`config.mk`:
```
export PLATFORM = sky130hd
export DESIGN_NAME = pll_lock_sequencer
export DESIGN_NICKNAME = d
export VERILOG_FILES = /design/src/rtl/pll_seq_pkg.sv /design/src/rtl/sync_2ff.sv /design/src/rtl/pll_lock_sequencer.sv
export SDC_FILE = /design/constraint.sdc
export NUM_CORES = 1
export LEC_CHECK = 0
export ABC_AREA = 1
export CORE_MARGIN = 1.5
export CORE_UTILIZATION = 38
export CTS_CLUSTER_DIAMETER = 80
export DETAILED_ROUTE_END_ITERATION = 7
export PLACE_DENSITY_LB_ADDON = 0.25
export SETUP_SLACK_MARGIN = 0.05
export SYNTH_ARGS = -nofsm -noshare
export SYNTH_HDL_FRONTEND = slang
export SYNTH_HIERARCHICAL = 1
export SYNTH_SLANG_ARGS = --single-unit
```
`constraint.sdc`:
```
create_clock -name clk -period 1.8 [get_ports clk]
set_input_delay 0.36 -clock clk [delete_from_list [all_inputs] [get_ports clk]]
set_output_delay 0.36 -clock clk [all_outputs]
set_load 0.02 [all_outputs]
```
`src/rtl/pll_seq_pkg.sv`:
```
// Shared types and sizing helpers for the PLL lock sequencer.
package pll_seq_pkg;

  // Sequencer states; the encoding is not visible outside the block.
  typedef enum logic [2:0] {
    PLL_RESET,
    WAIT_LOCK,
    STABILIZE,
    RUN,
    FAULT
  } pll_seq_state_t;

  // Width of the lock-loss counter and its saturation value.
  localparam int         RELOCK_W   = 8;
  localparam logic [7:0] RELOCK_MAX = 8'hFF;

  // ceil(log2(value)), never less than one bit so a degenerate parameter
  // still yields a legal vector.
  function automatic int clog2_min1(input int value);
    int w;
    w = $clog2(value);
    return (w < 1) ? 1 : w;
  endfunction

  // Width of the single shared cycle counter: wide enough for the largest
  // terminal count (max_cycles - 1) among the three timed phases.
  function automatic int CNT_W(input int rst_cycles, input int timeout_cycles,
                               input int stable_cycles);
    int m;
    m = rst_cycles;
    if (timeout_cycles > m) m = timeout_cycles;
    if (stable_cycles > m) m = stable_cycles;
    return clog2_min1(m);
  endfunction

endpackage

```
`src/rtl/sync_2ff.sv`:
```
// Multi-flop bit synchronizer for an asynchronous level input. All stages
// clear to 0 on reset so the consumer sees "not locked" until real samples
// have propagated through the chain.
module sync_2ff #(
  parameter int STAGES = 2
) (
  input  logic clk,
  input  logic rst,
  input  logic d,
  output logic q
);

  logic [STAGES-1:0] sync_q;

  // Shift the raw input through the chain; stage 0 is the only flop that
  // may go metastable, later stages give it time to resolve.
  always_ff @(posedge clk) begin
    if (rst) begin
      sync_q <= '0;
    end else begin
      sync_q <= {sync_q[STAGES-2:0], d};
    end
  end

  assign q = sync_q[STAGES-1];

endmodule

```
`src/rtl/pll_lock_sequencer.sv`:
```
// PLL bring-up sequencer. Holds the PLL in reset, waits for LOCK, demands a
// period of continuous lock, then releases the system reset. Lock loss in
// RUN re-sequences; repeated lock timeouts latch a sticky fault. All
// outputs are registered and computed from the next state, so they change
// on the same edge as the state they describe.
module pll_lock_sequencer
  import pll_seq_pkg::*;
#(
  parameter int  PLL_RST_CYCLES      = 16,
  parameter int  LOCK_TIMEOUT_CYCLES = 48000,
  parameter int  LOCK_STABLE_CYCLES  = 4800,
  parameter int  MAX_RETRIES         = 3,
  parameter int  SYNC_STAGES         = 2,
  localparam int RETRY_W             = clog2_min1(MAX_RETRIES + 1)
) (
  input  logic                clk,
  input  logic                rst,
  input  logic                pll_locked,
  input  logic                resequence,
  output logic                pll_rst_n,
  output logic                sys_rst,
  output logic                clk_ready,
  output logic                fault,
  output logic [RETRY_W-1:0]  retry_cnt,
  output logic [RELOCK_W-1:0] relock_cnt
);

  localparam int CNT_WIDTH = CNT_W(PLL_RST_CYCLES, LOCK_TIMEOUT_CYCLES, LOCK_STABLE_CYCLES);

  // Terminal counts for each timed phase (counter runs 0 .. N-1).
  localparam logic [CNT_WIDTH-1:0] RST_LAST     = CNT_WIDTH'(PLL_RST_CYCLES - 1);
  localparam logic [CNT_WIDTH-1:0] TIMEOUT_LAST = CNT_WIDTH'(LOCK_TIMEOUT_CYCLES - 1);
  localparam logic [CNT_WIDTH-1:0] STABLE_LAST  = CNT_WIDTH'(LOCK_STABLE_CYCLES - 1);
  localparam logic [RETRY_W-1:0]   RETRY_LIMIT  = RETRY_W'(MAX_RETRIES);

  pll_seq_state_t        state_q, state_d;
  logic [CNT_WIDTH-1:0]  cnt_q, cnt_d;
  logic [RETRY_W-1:0]    retry_q, retry_d;
  logic [RELOCK_W-1:0]   relock_q, relock_d;

  logic pll_rst_n_q, pll_rst_n_d;
  logic sys_rst_q, sys_rst_d;
  logic clk_ready_q, clk_ready_d;
  logic fault_q, fault_d;

  logic lock_s;

  // PLL LOCK is asynchronous to clk; only the synchronized copy is used.
  sync_2ff #(
    .STAGES (SYNC_STAGES)
  ) u_lock_sync (
    .clk (clk),
    .rst (rst),
    .d   (pll_locked),
    .q   (lock_s)
  );

  // State, counters and registered outputs.
  always_ff @(posedge clk) begin
    if (rst) begin
      state_q     <= PLL_RESET;
      cnt_q       <= '0;
      retry_q     <= '0;
      relock_q    <= '0;
      pll_rst_n_q <= 1'b0;
      sys_rst_q   <= 1'b1;
      clk_ready_q <= 1'b0;
      fault_q     <= 1'b0;
    end else begin
      state_q     <= state_d;
      cnt_q       <= cnt_d;
      retry_q     <= retry_d;
      relock_q    <= relock_d;
      pll_rst_n_q <= pll_rst_n_d;
      sys_rst_q   <= sys_rst_d;
      clk_ready_q <= clk_ready_d;
      fault_q     <= fault_d;
    end
  end

  // Next-state, phase counter, retry and lock-loss bookkeeping.
  always_comb begin
    state_d  = state_q;
    cnt_d    = cnt_q;
    retry_d  = retry_q;
    relock_d = relock_q;

    if (resequence) begin
      // Software restart wins over every FSM transition; the lock-loss
      // history is kept because it is a lifetime statistic.
      state_d = PLL_RESET;
      cnt_d   = '0;
      retry_d = '0;
    end else begin
      unique case (state_q)
        PLL_RESET: begin
          if (cnt_q == RST_LAST) begin
            state_d = WAIT_LOCK;
            cnt_d   = '0;
          end else begin
            cnt_d = cnt_q + CNT_WIDTH'(1);
          end
        end

        WAIT_LOCK: begin
          if (lock_s) begin
            state_d = STABILIZE;
            cnt_d   = '0;
          end else if (cnt_q == TIMEOUT_LAST) begin
            cnt_d = '0;
            if (retry_q == RETRY_LIMIT) begin
              state_d = FAULT;
            end else begin
              state_d = PLL_RESET;
              retry_d = retry_q + RETRY_W'(1);
            end
          end else begin
            cnt_d = cnt_q + CNT_WIDTH'(1);
          end
        end

        STABILIZE: begin
          // A dropout restarts the lock wait with a fresh timeout but is
          // not treated as a failed attempt.
          if (!lock_s) begin
            state_d = WAIT_LOCK;
            cnt_d   = '0;
          end else if (cnt_q == STABLE_LAST) begin
            state_d = RUN;
            cnt_d   = '0;
            retry_d = '0;
          end else begin
            cnt_d = cnt_q + CNT_WIDTH'(1);
          end
        end

        RUN: begin
          if (!lock_s) begin
            state_d = PLL_RESET;
            cnt_d   = '0;
            if (relock_q != RELOCK_MAX) begin
              relock_d = relock_q + RELOCK_W'(1);
            end
          end
        end

        FAULT: begin
          // Sticky until rst or resequence.
        end

        default: begin
          state_d = PLL_RESET;
          cnt_d   = '0;
        end
      endcase
    end
  end

  // Output decode from the next state so outputs track state on the same edge.
  always_comb begin
    pll_rst_n_d = 1'b0;
    sys_rst_d   = 1'b1;
    clk_ready_d = 1'b0;
    fault_d     = 1'b0;
    unique case (state_d)
      PLL_RESET: begin
        pll_rst_n_d = 1'b0;
      end
      WAIT_LOCK, STABILIZE: begin
        pll_rst_n_d = 1'b1;
      end
      RUN: begin
        pll_rst_n_d = 1'b1;
        sys_rst_d   = 1'b0;
        clk_ready_d = 1'b1;
      end
      FAULT: begin
        pll_rst_n_d = 1'b0;
        fault_d     = 1'b1;
      end
      default: begin
        pll_rst_n_d = 1'b0;
      end
    endcase
  end

  assign pll_rst_n  = pll_rst_n_q;
  assign sys_rst    = sys_rst_q;
  assign clk_ready  = clk_ready_q;
  assign fault      = fault_q;
  assign retry_cnt  = retry_q;
  assign relock_cnt = relock_q;

endmodule

```
# Word level (Yosys, flattened, before mapping)
# Cells that the tools add are included.
totals:
  in_bits: 4
  wordCells: 67
  ff_bits: 35
  out_inout_bits: 14
classes:
  n_bitwise: 3
  eq_ne: 19
  n_mux: 26
  add_sub_neg: 3
  reduce_logical: 7
op_table:
  columns: ["cell", "count"]
  rows:
  - ["$mux W16", 6]
  - ["$pmux W16 S5", 1]
  - ["$mux W3", 8]
  - ["$add A16 B1 Y16 const B", 1]
  - ["$eq A16 B13 Y1 const B", 1]
  - ["$eq A16 B16 Y1 const B", 1]
  - ["$eq A16 B4 Y1 const B", 1]
  - ["$pmux W3 S5", 1]
  - ["$eq A3 B2 Y1 const B", 4]
  - ["$mux W2", 5]
  - ["$ne A2 B2 Y1 const B", 5]
  - ["$add A8 B1 Y8 const B", 1]
  - ["$ne A8 B8 Y1 const B", 1]
  - ["$eq A3 B1 Y1 const B", 2]
  - ["$eq A3 B3 Y1 const B", 2]
  - ["$reduce_and A6 Y1", 1]
  - ["$mux W1", 4]
  - ["$pmux W2 S2", 1]
  - ["$reduce_and A4 Y1", 1]
  - ["$logic_not A3 Y1", 1]
  - ["$not A1 Y1", 3]
  - ["$reduce_or A3 Y1", 1]
  - ["$add A2 B1 Y2 const B", 1]
  - ["$eq A2 B2 Y1 const B", 1]
  - ["other kinds (4)", 4]

# Depth between registers and ports, before layout
depth:
  ltp_word: 9
  mapped_depth: 12
  depth_no_buf: 11

# Cells and area by module
# The synthesis kept the hierarchy.
by_module_without_submodules:
  columns: ["module", "seq_area_each_um2", "area_per_inst_um2", "instances", "cells_per_inst"]
  rows:
  - ["pll_lock_sequencer", 660.6, 1944.4, 1, 310]
  - ["sync_2ff", 40.0, 55.1, 1, 6]

# Least setup slack after synthesis
# Ideal clock, no wire load.
synth_timing:
  path_type: "reg2reg"
  from: "register relock_q[0] (netlist: relock_cnt[0])"
  to: "register relock_q[6] (netlist: relock_cnt[6])"
  setup_slack_ns: 0.205
  n_path_buf: 0
  synth_period_minus_slack_ns: 1.595
  setup_ns: 0.117
  t_required_ns: 1.683
  path_stages_with_launch: 10
  arrival_ns: 1.477
  path_cell_list: "dfxtp_1 > ha_1 > nand3_1 > nor2_1 > nand3_1 > nand2_1 > inv_1 > nand2_1 > xor2_1 > nor2_1"
synth_between:
  elab_chain_len: 2
  elab_cells_between_ends: 3
  cone_classes: "add/sub (1); eq/ne (1); reduce/logical (1)"
synth_lines:
  columns: ["element", "line_no", "rtl"]
  rows:
  - ["from (decl)", "pll_lock_sequencer.sv:39", "logic [RELOCK_W-1:0] relock_q, relock_d;"]
  - ["from (signal assigned)", "pll_lock_sequencer.sv:73", "relock_q <= relock_d;"]
  - ["branches (longest 2 deep; another with $add A8 B1 Y8)", null, null]
# Parallel ways; which one is timed is not known.
# A chain may end at the register's enable or synchronous reset.

# Final worst setup path
layout_timing:
  from: "register relock_q[6] (netlist: relock_cnt[6])"
  to: "output port relock_cnt[6]"
layout_lines:
  columns: ["element", "line_no", "rtl"]
  rows:
  - ["to (decl)", "pll_lock_sequencer.sv:25", "output logic [RELOCK_W-1:0] relock_cnt"]
# No word-level cell between the ends.

==> flow_summary_export.csv <==
group,metric,value,unit
outcome,status,"finished clean",
setup_path,reg2reg_to,"cnt_q[14]",
place,post-place-cells,406,
layout,postLayoutCoreUtil,47.8,%
setup_path,cp-start-kind,"register",
setup_path,crit_fanout,4,
place,dp.final_hpwl,3.31,mm
drt,drtAntennaViolNets,0,
clock_network,cts_root_buffer,"clkbuf_8",
floorplan,dieWidth,75.5,µm
timing,max_freq,0.596,GHz
global_routing,grt_pass1_vias,1731,
timing,skew,0.00222,ns
layout,area_growth,21.4,%
clock_network,cts_hold_buffers,0,
logic_synthesis,yosys.cell_types.count,26,
timing,tightest_slew,0.385,ns
setup_path,crit_path_end_kind,"output port",
pwr,power.leakage,0.00109,µW
pwr,p_per_area,594,nW/µm²
global_routing,grt_pass1_wl,7.33,mm
clock_network,clockBufferDepth,2,
logic_synthesis,synth-edff-count,0,
logic_synthesis,synth_cells,316,
layout,layout_common_cells,"74 x nand2_1, 54 x nor2_1, 48 x inv_1",
clock_network,clock-sinks,35,
timing,setup_tns,0,ns
place,place_ws,0.0471,ns
setup_path,r2r_start,"cnt_q[0]",
min_path,hold_path_class,"reg -> reg",
min_path,hold_path_depth,2,
clock_network,cts_made_buffers,5,
timing,setup_viol,0,
pwr,ir_worst_vdd,0.296,mV
drt,drcViolationCount,0,
setup_path,reg2reg_depth,10,
logic_synthesis,synth_ff_type,"dfxtp_1",
drt,drt_iter0_markers,114,
timing,setup_slack,0.123,ns
floorplan,die_height,75.5,µm
timing,fin_crit_sh,93.2,%
setup_path,r2r_setup_slack,0.20,ns
drt,vias,1932,
clock_network,path_clk_slew,0.07,ns
setup_path,critPathKind,"reg -> out",
setup_path,critical_path.top_delay_family,"buffers and inverters",
floorplan,start_util,39.4,%
timing,rsz0062_at_grt,"false",
layout,diodes,0,
clock_network,cts_tree,"yes",
min_path,hp-start,"u_lock_sync/sync_q[0]",
global_routing,grt_max_degree,13,
setup_path,slowest_stage,"clkdlybuf4s50_1",
timing,slew_violations,0,
layout,drive_above_1_share,11.9,%
setup_path,max_stage_delay,0.63,ns
logic_synthesis,syn_avg_cell_area,6.33,µm²
logic_synthesis,yosys_register_bits,35,
place,gp_congestion,0.917,
logic_synthesis,synth_area,2000,µm²
floorplan,fp.dieArea,5710,µm²
logic_synthesis,syn_nets,323,
drt,drtPass1Iterations,5,
logic_synthesis,yosys_warnings,6,
drt,wl,4.37,mm
floorplan,num_rows,26,
place,port_buffers,17,
timing,slew_headroom,74.2,%
setup_path,critPathBufInv,1,
logic_synthesis,synth-seq-area-share,35.0,%
setup_path,worstPathRequired,1.44,ns
floorplan,pin_count,18,
layout,stdcell_count,415,
layout,final_common_cell,"nand2_1",
layout,layout.nets,351,
pwr,finalPower,1440,µW
drt,routedWlPerCell,10.5,µm
setup_path,cp_cell_sequence,"clkdlybuf4s50_1",
run,drv_cap,0,
logic_synthesis,synthArstFlopShare,0,%
global_routing,overflow,0,
drt,vias_per_cell,4.66,
global_routing,grt.total_usage,16.9,%
clock_network,worstSkewPairLatency,0.29,ns
floorplan,fp.coreArea,5070,µm²
clock_network,htreeDepth,2,
setup_path,cp_data_arrival_time,1.32,ns
global_routing,antenna_found_initial,0,
clock_network,cts_setup_buffers,0,
timing,hold_viol,0,
min_path,holdPathEnd,"u_lock_sync/sync_q[1]",
timing,post-route-min-period,1.68,ns
==> worst max-delay path by stage <==
| stage | slack, ns | cells past startpoint | startpoint | to |
|---|---|---|---|---|
| finish | 0.12 | 1 | relock_cnt[6] | relock_cnt[6] |
| global route | 0.05 | 10 | cnt_q[0] | cnt_q[14] |
| CTS | 0.06 | 1 | relock_cnt[0] | relock_cnt[0] |
| detailed placement | 0.05 | 7 | resequence | relock_cnt[4] |
| global placement | 0.1 | 7 | resequence | relock_cnt[6] |
| floorplan | 0.21 | 9 | relock_cnt[0] | relock_cnt[6] |
==> cell families after synthesis <==
group / after synthesis / synth area share (%)
AOI/OAI and AO/OA: 31 / 8.82
adders and majority gates: 3 / 1.88
xor gates and xnor gates: 5 / 2.19
DFF: 35 / 35.0
buffers and inverters: 56 / 11.1
and+or+nand+nor: 186 / 41.0
==> layer usage <==
metal,wire length [µm],share of wire [%],up-vias,track usage [%]
li1,-,-,1052,-
met1,2170,50,829,21.5
met2,1920,44,43,27.5
met3,215,4.9,8,5.69
met4,61,1.4,0,4.56
met5,0,0,-,0
==> metrics by stage <==
stage	instance area [µm²]	hold slack (ns)
6_report	2430	0.410
5_1_grt	2430	0.438
4_1_cts	2380	0.413
3_5_place_dp	2280	0.399
3_3_place_gp	2280	0.392
2_1_floorplan	2000	0.388
==> state kept, by name (all words and copies together) (netlist names) <==
signal,flops
sys_rst,1
relock_cnt,8
pll_rst_n,1
u_lock_sync/sync_q,2
cnt_q,16
clk_ready,1
state_q,3
retry_cnt,2
fault,1
==> Yosys cell counts (4+ instances only) <==
| master | n | area, µm² |
|---|---|---|
| nand2_2 | 6 | 37.5 |
| xor2_1 | 4 | 35.0 |
| inv_1 | 49 | 184 |
| nand4_1 | 8 | 50.1 |
| nor2_1 | 55 | 206 |
| a21oi_1 | 17 | 85.1 |
| nand2_1 | 76 | 285 |
| o21ai_0 | 9 | 45.0 |
| dfxtp_1 | 35 | 701 |
| nand3_1 | 28 | 140 |
| nor3_1 | 7 | 35.0 |
==> layout make-up <==
class	instances	area, µm²
Fill cell	533	2650
Inverter	52	195
Tap cell	70	87.6
Clock inverter	2	16.3
Multi-Input combinational cell	226	1110
Clock buffer	6	82.6
Sequential cell	35	707
Timing Repair Buffer	24	229
==> timing repair <==
action	in CTS	in global routing
setup endpoints to repair	1	24
gates cloned	0	1
hold endpoints to repair	0	0
gates resized for setup	1	15
pin swaps	0	2
==> power breakdown <==
| group | switching (µW) | internal [µW] | leakage, µW |
|---|---|---|---|
| Combinational | 21.7 | 16.6 | 0.000754 |
| Clock | 309 | 312 | 0.0000474 |
| Sequential | 3.69 | 778 | 0.000285 |
| Total | 335 | 1110 | 0.00109 |
(Power assumes the default switching activity.)
==> edit 1: new RTL, same flow settings <==
Re-encode `pll_seq_state_t` (5 states) as Gray code, 3 bits wide.
--- a/src/rtl/pll_seq_pkg.sv
+++ b/src/rtl/pll_seq_pkg.sv
@@ -3,11 +3,11 @@
 
   // Sequencer states; the encoding is not visible outside the block.
   typedef enum logic [2:0] {
-    PLL_RESET,
-    WAIT_LOCK,
-    STABILIZE,
-    RUN,
-    FAULT
+    PLL_RESET = 3'b000,
+    WAIT_LOCK = 3'b001,
+    STABILIZE = 3'b011,
+    RUN       = 3'b010,
+    FAULT     = 3'b110
   } pll_seq_state_t;
 
   // Width of the lock-loss counter and its saturation value.
Behaviour: same outputs for any inputs over 10 cycles, from zero or initial values and one cycle with rst high; not proved beyond that.
==> edit 1 against the original RTL <==
Sequential power barely moved; setup slack got worse by 0.013 ns; sequential cell count did not move; first-iteration DRC count grew 25%; final area is 0.26% lower; total power rose by 7.1%; die area hardly changed; synthesized area hardly changed; wire length up 2.3%; largest cell class unchanged.
==> edit 1: results <==
[floorplan]
die_x_um = 75.6

[finish]
final_layout_size_suffix_gt1_share_pct = 14.3
buf_share_pct = 8.68
seq_share_pct = 28.9
clkCellAreaFrac_pct = 4.65
buffers_excl_clock = 22
inverters_excl_clock = 42
multi_input_area_share_pct = 47.6
nMultiInputCombCells = 228
fillers = 543
fin_nets = 341

[timing]
tightest_slew_ns = 0.358

[pwr]
total_leakage_power_nw = 0.964
vdd_ir_drop_max_uv = 453

[global_routing]
grt_util_met1_pct = 22.8
grtUsageMet3_pct = 5.29
first_global_vias = 1742
grt_pass1_wl_um = 7510
grtUsageTotal_pct = 17.2
grtUsageMet2_pct = 27.0

[detailed_routing]
drt_pass1_iterations = 4
wl_met3_um = 201
vias_per_cell = 4.82
drt_iter0_drc = 143
wl_met1_um = 2220

[outcome]
outcome = "finished clean"

[yosys]
yosys-top-cells-count = "nand2_1 (72), nor2_1 (55), dfxtp_1 (35)"
netlist_top_cells_area = "dfxtp_1 (35%), nand2_1 (14%), nor2_1 (10%)"
synth_xor_area_share_pct = 4.38
synth_compound_area_share_pct = 9.07

[critical_path]
crit_path_max_fanout = 5

[placed_design]
dpl.hpwl_um = 3380
globalplace.congestion = 0.920

[cts]
cts_resized = 0
[edit 1: metrics by stage]
stage / std cells / hold slack, ns / util, % / setup slack [ns]
6_report: 405 / 0.406 / 47.4 / 0.110
5_1_grt: 405 / 0.422 / 47.4 / 0.0472
4_1_cts: 405 / 0.408 / 47.1 / 0.0844
3_5_place_dp: 397 / 0.397 / 44.9 / 0.0641
3_3_place_gp: 397 / 0.392 / 44.9 / 0.0824
2_1_floorplan: 306 / 0.388 / - / 0.274
[edit 1: path summary, 6_finish.rpt]
check / start / endpoint / slack, ns / depth (start not counted)
min: u_lock_sync/sync_q[0] / u_lock_sync/sync_q[1] / 0.41 / 2
min reg2reg: u_lock_sync/sync_q[0] / u_lock_sync/sync_q[1] / 0.41 / 2
max reg2reg: cnt_q[0] / cnt_q[10] / 0.22 / 8
max: relock_cnt[5] / relock_cnt[5] / 0.11 / 1
[edit 1: power by group]
part	switching, mW	internal, mW
logic	0.0247	0.0173
clock network	0.308	0.412
registers	0.00441	0.778
==> edit 2: new RTL, same flow settings <==
Without the edit above. `LOCK_TIMEOUT_CYCLES`: 48000 -> 96000.
--- a/src/rtl/pll_lock_sequencer.sv
+++ b/src/rtl/pll_lock_sequencer.sv
@@ -7,7 +7,7 @@
   import pll_seq_pkg::*;
 #(
   parameter int  PLL_RST_CYCLES      = 16,
-  parameter int  LOCK_TIMEOUT_CYCLES = 48000,
+  parameter int  LOCK_TIMEOUT_CYCLES = 96000,
   parameter int  LOCK_STABLE_CYCLES  = 4800,
   parameter int  MAX_RETRIES         = 3,
   parameter int  SYNC_STAGES         = 2,
Formal check against the unedited RTL: no difference found for any inputs over 10 cycles, from zero or initial values and one cycle with rst high; that may be too few to reach the edited logic, so the function may still have changed.
==> edit 2 against the original RTL <==
Die area down 2.6%; final area down 0.57%; total power up 7.5%; first-iteration DRC count rose by 1.8%; sequential cell count rose by 1; setup slack better by 0.0018 ns; utilization grew 2.3 points; synthesized area shrank 2.8%; count of clock-buffer cells in the layout stayed put; clock power grew 13%; wire length increased by 0.23%; critical endpoint is now relock_cnt[7].
==> edit 2: results <==
[timing]
skew_ns = 0.00515
whs_ns = 0.412
relSlewSlack_pct = 78.9

[global_routing]
grtUsageTotal_pct = 16.6
first_global_vias = 1628
grtUsageMet2_pct = 26.6
grt_max_degree = 16
grtUsageMet3_pct = 4.34
grt_pass1_wl_um = 7150

[placed_design]
dpl.hpwl_um = 3260
post-place-ws_ns = 0.0669
placed_cell_area_sq_um = 2230
globalplace.congestion = 0.908
place_inst = 369

[yosys]
synth_xor_area_share_pct = 4.95
yosys-top-cells-count = "nand2_1 (59), nor2_1 (40), inv_1 (39)"
synthAdderAreaFrac_pct = 1.93
synth_nets = 288
synth_compound_area_share_pct = 7.14
syn-instance-count = 281
synth_cell_type_count = 29
synth-seq-area-share_pct = 37.1

[finish]
largest_reg_flops = 17
fin_nets = 317
final_layout_size_suffix_gt1_share_pct = 14.5

[outcome]
outcome = "finished clean"

[pwr]
total_leakage_power_nw = 0.906
combPwrFrac_pct = 2.9
vdd_ir_drop_max_uv = 454
pwr-share-clk_pct = 45.2
p_int_mw = 1.23

[detailed_routing]
vias_per_cell = 4.73
drt_iter0_drc = 116
wl_per_cell_um = 11.6
wl_met1_um = 2190
drt_pass1_iterations = 4
routed_wl_um = 4380
dr_wl_met2_um = 2010

[cts]
cts_root_buf = "clkbuf_8"

[min_path]
hold_path.class = "reg -> reg"

[critical_path]
rrSetupSlack_ns = 0.15
edit 2: changes by cell type in the layout (fill, tap and decap cells not counted), sizes merged, moves of 4 or more:
cell	unedited run	this run
clkdlybuf4s50	13	17
nor2	56	44
inv	52	40
o21ai	10	6
nand2	82	65
nor3	8	15
xor2	4	10
edit 2: worst paths after layout:
kind	from	end	cells past startpoint
worst max register to register	cnt_q[0]	cnt_q[6]	8
worst min register to register	u_lock_sync/sync_q[0]	u_lock_sync/sync_q[1]	2
worst min-delay path	u_lock_sync/sync_q[0]	u_lock_sync/sync_q[1]	2
worst max-delay path	relock_cnt[7]	relock_cnt[7]	1
edit 2: what timing repair did:
action                                 in CTS  in global routing
endpoints found under the hold margin       0                  0
gates resized for setup                     0                 14
setup endpoints to repair                   0                 23
edit 2: layout make-up:
type	instances	area, sq um
Clock buffer	6	72.6
Clock inverter	2	35.0
Fill cell	489	2400
Inverter	41	158
Multi-Input combinational cell	203	1130
Sequential cell	36	723
Tap cell	67	83.8
Timing Repair Buffer	23	215
